### src/rtl/amba_mem_arbiter.sv
// amba_mem_arbiter: two-port (instruction fetch / data) front end onto a single
// AXI4-lite master. One transaction is in flight at a time; each walks through
// IDLE -> ADDR -> RESP -> DONE and finishes with a one-cycle done pulse on the
// requesting port.
// Build option: define ARB_ROUND_ROBIN_EN to alternate grants on simultaneous
// requests. When it is left undefined, port 1 (data) always wins.
module amba_mem_arbiter #(
  parameter logic [2:0] PROT = 3'b010
) (
  input  logic        ACLK,
  input  logic        reset,
  input  logic        req0,
  input  logic        req1,
  input  logic        we0,
  input  logic        we1,
  input  logic [31:0] addr0,
  input  logic [31:0] addr1,
  input  logic [31:0] wdata0,
  input  logic [31:0] wdata1,
  output logic        done0,
  output logic        done1,
  output logic [31:0] rdata0,
  output logic [31:0] rdata1,
  output logic        err0,
  output logic        err1,
  output logic [31:0] AWADDR,
  output logic [2:0]  AWPROT,
  output logic        AWVALID,
  input  logic        AWREADY,
  output logic [31:0] WDATA,
  output logic [3:0]  WSTRB,
  output logic        WVALID,
  input  logic        WREADY,
  input  logic        BVALID,
  input  logic [1:0]  BRESP,
  output logic        BREADY,
  output logic [31:0] ARADDR,
  output logic [2:0]  ARPROT,
  output logic        ARVALID,
  input  logic        ARREADY,
  input  logic        RVALID,
  input  logic [1:0]  RRESP,
  input  logic [31:0] RDATA,
  output logic        RREADY
);

  localparam logic [1:0] IDLE = 2'd0;
  localparam logic [1:0] ADDR = 2'd1;
  localparam logic [1:0] RESP = 2'd2;
  localparam logic [1:0] DONE = 2'd3;

  logic [1:0]  state_q, state_d;
  logic        win_q, win_d;      // 0 = port 0, 1 = port 1
  logic        we_q, we_d;
  logic [31:0] addr_q, addr_d;
  logic [31:0] wdata_q, wdata_d;
  logic        awvalid_q, awvalid_d;
  logic        wvalid_q, wvalid_d;
  logic        bready_q, bready_d;
  logic        arvalid_q, arvalid_d;
  logic        rready_q, rready_d;
  logic [31:0] rdata0_q, rdata0_d;
  logic [31:0] rdata1_q, rdata1_d;
  logic        done0_q, done0_d;
  logic        done1_q, done1_d;
  logic        err0_q, err0_d;
  logic        err1_q, err1_d;
  logic        grant1;
  logic        resp_done;
  logic        resp_err;

`ifdef ARB_ROUND_ROBIN_EN
  logic        last_q;            // port granted by the most recent transaction

  // Fairness: on a tie, grant whichever port was not served last.
  always_comb grant1 = req1 && (!req0 || !last_q);

  // Remember the winner once its transaction has completed.
  always_ff @(posedge ACLK) begin
    if (reset)                 last_q <= 1'b0;
    else if (state_q == DONE)  last_q <= win_q;
  end
`else
  // Fixed priority: the data port always wins; instruction fetch may starve.
  always_comb grant1 = req1;
`endif

  // Next-state and datapath update for the whole transaction sequence.
  always_comb begin
    // NOTE: every _d starts from its _q (or pulse default) so that no path through the case leaves a variable unassigned, which would infer a latch.
    state_d   = state_q;
    win_d     = win_q;
    we_d      = we_q;
    addr_d    = addr_q;
    wdata_d   = wdata_q;
    awvalid_d = awvalid_q;
    wvalid_d  = wvalid_q;
    bready_d  = bready_q;
    arvalid_d = arvalid_q;
    rready_d  = rready_q;
    rdata0_d  = rdata0_q;
    rdata1_d  = rdata1_q;
    done0_d   = 1'b0;
    done1_d   = 1'b0;
    err0_d    = 1'b0;
    err1_d    = 1'b0;
    resp_done = 1'b0;
    resp_err  = 1'b0;

    case (state_q)
      IDLE: begin
        if (req0 || req1) begin
          state_d   = ADDR;
          win_d     = grant1;
          we_d      = grant1 ? we1    : we0;
          addr_d    = grant1 ? addr1  : addr0;
          wdata_d   = grant1 ? wdata1 : wdata0;
          awvalid_d = we_d;
          wvalid_d  = we_d;
          bready_d  = we_d;
          arvalid_d = !we_d;
          rready_d  = !we_d;
        end
      end
      ADDR: begin
        if (we_q) begin
          // AW and W handshake independently; move on once both have been taken.
          if (AWREADY) awvalid_d = 1'b0;
          if (WREADY)  wvalid_d  = 1'b0;
          if ((!awvalid_q || AWREADY) && (!wvalid_q || WREADY)) state_d = RESP;
        end else if (ARREADY) begin
          arvalid_d = 1'b0;
          state_d   = RESP;
        end
      end
      RESP: begin
        if (we_q) begin
          if (BVALID) begin
            bready_d  = 1'b0;
            resp_done = 1'b1;
            resp_err  = (BRESP != 2'b00);
          end
        end else if (RVALID) begin
          rready_d  = 1'b0;
          resp_done = 1'b1;
          resp_err  = (RRESP != 2'b00);
          // Read data is returned even for an error response.
          if (win_q) rdata1_d = RDATA;
          else       rdata0_d = RDATA;
        end
        if (resp_done) begin
          state_d = DONE;
          done0_d = !win_q;
          done1_d = win_q;
          err0_d  = !win_q && resp_err;
          err1_d  = win_q && resp_err;
        end
      end
      DONE:    state_d = IDLE;
      default: state_d = IDLE;
    endcase
  end

  // State and output registers; reset abandons any transaction in flight.
  always_ff @(posedge ACLK) begin
    // NOTE: non-blocking assignments here so every register samples pre-edge values, whatever the statement order.
    if (reset) begin
      state_q   <= IDLE;
      win_q     <= 1'b0;
      we_q      <= 1'b0;
      addr_q    <= '0;
      wdata_q   <= '0;
      awvalid_q <= 1'b0;
      wvalid_q  <= 1'b0;
      bready_q  <= 1'b0;
      arvalid_q <= 1'b0;
      rready_q  <= 1'b0;
      rdata0_q  <= '0;
      rdata1_q  <= '0;
      done0_q   <= 1'b0;
      done1_q   <= 1'b0;
      err0_q    <= 1'b0;
      err1_q    <= 1'b0;
    end else begin
      state_q   <= state_d;
      win_q     <= win_d;
      we_q      <= we_d;
      addr_q    <= addr_d;
      wdata_q   <= wdata_d;
      awvalid_q <= awvalid_d;
      wvalid_q  <= wvalid_d;
      bready_q  <= bready_d;
      arvalid_q <= arvalid_d;
      rready_q  <= rready_d;
      rdata0_q  <= rdata0_d;
      rdata1_q  <= rdata1_d;
      done0_q   <= done0_d;
      done1_q   <= done1_d;
      err0_q    <= err0_d;
      err1_q    <= err1_d;
    end
  end

  // Address and data only change in IDLE, so they stay stable under back-pressure.
  assign AWADDR  = addr_q;
  assign ARADDR  = addr_q;
  assign WDATA   = wdata_q;
  assign AWPROT  = PROT;
  assign ARPROT  = PROT;
  assign WSTRB   = 4'b1111;
  assign AWVALID = awvalid_q;
  assign WVALID  = wvalid_q;
  assign BREADY  = bready_q;
  assign ARVALID = arvalid_q;
  assign RREADY  = rready_q;
  assign done0   = done0_q;
  assign done1   = done1_q;
  assign err0    = err0_q;
  assign err1    = err1_q;
  assign rdata0  = rdata0_q;
  assign rdata1  = rdata1_q;

endmodule

### config.mk
export PLATFORM = sky130hd
export DESIGN_NAME = amba_mem_arbiter
export DESIGN_NICKNAME = d
export VERILOG_FILES = /design/src/rtl/amba_mem_arbiter.sv
export SDC_FILE = /design/constraint.sdc
export NUM_CORES = 1
export LEC_CHECK = 0
export ABC_AREA = 0
export CORE_MARGIN = 3
export CORE_UTILIZATION = 36
export DETAILED_ROUTE_END_ITERATION = 8
export HOLD_SLACK_MARGIN = 0.06
export PLACE_DENSITY = 0.81
export SYNTH_ARGS = -nofsm -noshare
export SYNTH_HDL_FRONTEND = slang
export SYNTH_SLANG_ARGS = --single-unit
### constraint.sdc
create_clock -name ACLK -period 1.4 [get_ports ACLK]
set_clock_uncertainty 0.05 [all_clocks]
set_input_delay 0.35 -clock ACLK [delete_from_list [all_inputs] [get_ports ACLK]]
set_output_delay 0.35 -clock ACLK [all_outputs]
set_load 0.005 [all_outputs]
==> metrics <==
crit path max fanout=8; number of port buffers=343; deepest clock path buffer count=2; Max Cap Viol=0; hpwl dp=16.6 mm; hold_sp=reset; overall routing resource usage=24.7%; pins over their slew limit=0; Syn Inst Count=687; worst slack at placement=-426 ps; yosys warns=0; Final Hold Viols=0; min cycle time layout=1570 ps; fillers=1249; final worst setup slack=-169 ps; PwrDens=1510 nW/µm²; leak pwr=5.11 nW; final core utilization=69.5%; num rows=48; initial cell density of the core=37.2%; Post-synth EDFFs=0; Setup Crit Path Kind=flop to flop; Worst EP arrival=1860 ps; Hold Path Class=primary input to flop; Finished Cell Area=12200 µm²; core area=17500 µm²; I/O pins=354; Residual DRC=0; area of the mapped netlist=6520 µm²; Placement Cell Area=10200 µm²; final net count=1261; vias per inst=5.06; first-pass GRT wire length=38.4 mm; reg2reg end=rdata1[8]$_SDFFE_PP0P_; maximum clock rate=637 MHz; setup violators final=138; outcome=finished with violations; Seq/Total Area, Yosys=43.3%; Cell variety after synth=40; Synth Register Bits=141; Hold Crit Depth=2; worst reg2reg setup slack=-170 ps; Overflow after GRT=0; syn avg cell area=9.49 µm²; Yosys top cell area share=43.3%; Die W=141 µm; CP Launch Type=flop; area grow syn2layout=87.0%; largest net degree at the start of global routing=40; TritonCTS Buffers=17; asr flop ratio synth=0%; Final Wtd Congestion=0.816; layout cells sized above 1=51.9%; Die Height=141 µm; top cells by area, synth=dfxtp_1 (43%), a211oi_2 (12%), mux2i_1 (10%); failing checks=negative setup slack; Tcrit/Tclk final=112%; vias=6688; antenna viol nets, final=0; critical path capture point type=flop; number of hold buffers added after cts=0; drt wl/cell=20.5 µm; Post-synth top flop=dfxtp_1; RSZ-0062 raised after global routing=yes; clk root buf=clkbuf_16; WL final=27.1 mm; CTS Sinks=141; latest clock arrival within the worst-skew pair=410 ps; Pre-antenna DRT Iters=4; clock-pin slew on the worst setup and hold paths=60 ps; WP data required=1690 ps; initial antenna violation count=1; cell taking the most area after synthesis=dfxtp_1; Worst Hold End=RREADY$_SDFFE_PP0P_; maximum vdd drop=0.920 mV; number of global-route vias before repair=6784; origin of the critical flop-to-flop path=state_q[1]$_SDFFE_PP0P_; Final TNS setup=-9340 ps; H-Tree Depth=4; Power Total=18.5 mW; DRT iter0 DRCs=214; R2R depth=8; Die ar.=19800 µm²; CTS tree=yes
-- timing repair --
item / 4_1_cts / 5_1_grt
resized for setup: 493 / 302
pin swaps: 16 / 114
cloned: 13 / 4
endpoints found under the setup margin: 304 / 248
setup buffers: 33 / 22
endpoints found under the hold margin: 0 / 0
-- flip-flops by register name (all words and copies together) (netlist names), 2 cells and up --
signal / flops
ARADDR: 32
WDATA: 32
rdata0: 32
rdata1: 32
state_q: 2
-- metrics by stage --
stage          hold slack (ps)  instances
2_1_floorplan              403        695
3_3_place_gp               391       1221
3_5_place_dp               397       1221
4_1_cts                    253       1299
5_1_grt                    294       1322
6_report                   284       1322
-- power by group --
group / switching (mW) / internal, mW
clock: 1.80 / 2.95
combinational: 3.61 / 4.44
sequential: 0.659 / 5.00
total: 6.07 / 12.4
-- cell type report --
type / count / area (µm²) / area share (%)
diodes: 1 / 2.50 / 0.0205
clock buffers: 22 / 474 / 3.89
clock inverters: 10 / 138 / 1.13
inverters: 4 / 17.5 / 0.144
multi-input cells: 455 / 3840 / 31.5
flip-flops and latches: 141 / 2910 / 23.9
well taps: 225 / 282 / 2.31
repair buffers: 464 / 4520 / 37.1
-- metal layers --
| metal | part of all wire, % | GRT usage, % |
|---|---|---|
| met1 | 35 | 25.8 |
| met2 | 54 | 45.5 |
| met3 | 7.8 | 8.47 |
| met4 | 3.5 | 9.54 |
| met5 | 0 | 0 |
-- worst max path at each step --
| stage | from | cells after the start | end |
|---|---|---|---|
| 4_1_cts | state_q[0]$_SDFFE_PP0P_ | 8 | WDATA[1]$_SDFFE_PP0P_ |
| 6_report | state_q[1]$_SDFFE_PP0P_ | 8 | rdata1[8]$_SDFFE_PP0P_ |
| 3_3_place_gp | RVALID | 6 | err0$_SDFF_PP0_ |
| 3_5_place_dp | RVALID | 7 | rdata0[5]$_SDFFE_PP0P_ |
| 5_1_grt | state_q[1]$_SDFFE_PP0P_ | 8 | rdata0[10]$_SDFFE_PP0P_ |
| 2_1_floorplan | state_q[0]$_SDFFE_PP0P_ | 7 | RREADY$_SDFFE_PP0P_ |
-- worst max-delay path: stages (launching register included) --
cell and delay (ps):
dfxtp_2 340, buf_6 100, ha_4 150, buf_6 110, and3_4 220, buf_6 130, clkbuf_16 190, nand2_1 70
a21oi_1 130
-- Yosys cell counts (4+ instances only) --
| cell type | instances |
|---|---|
| buf_1 | 5 |
| inv_1 | 4 |
| buf_6 | 9 |
| a21oi_2 | 30 |
| nand2_1 | 134 |
| dfxtp_1 | 141 |
| nor2_1 | 71 |
| buf_2 | 15 |
| a21oi_1 | 38 |
| a211oi_2 | 64 |
| buf_4 | 54 |
| mux2i_1 | 66 |
| clkbuf_1 | 12 |
| o21ai_1 | 4 |
-- cell usage in the layout (no fill, tap or decap), types with 3 or more instances in the layout --
cell type,instances
clkdlybuf4s50_1,171
dfxtp_1,71
clkbuf_2,71
dfxtp_2,70
buf_4,66
mux2i_1,65
a211oi_2,64
a21oi_2,62
nor2_1,59
clkdlybuf4s15_1,59
nand2_1,58
nand2_4,54
buf_6,31
nand2_2,22
clkbuf_16,21
clkdlybuf4s15_2,17
buf_2,16
buf_12,13
buf_16,12
conb_1,10
nor2_2,8
a21oi_1,6
nor2_4,4
nand3b_1,3
o21ai_1,3
ha_4,3
clkbuf_8,3
clkinv_2,3
bufinv_16,3
buf_8,3
-- cell families after synthesis --
kind of cell / count (synthesis) / synth area share (%)
compound gates: 152 / 21.4
fa+ha+maj: 3 / 0.576
mux: 66 / 10.1
flops: 141 / 43.3
simple gates: 224 / 14.3
buf+inv: 99 / 10.1
other cells: 2 / 0.115
(Power assumes the default switching activity.)
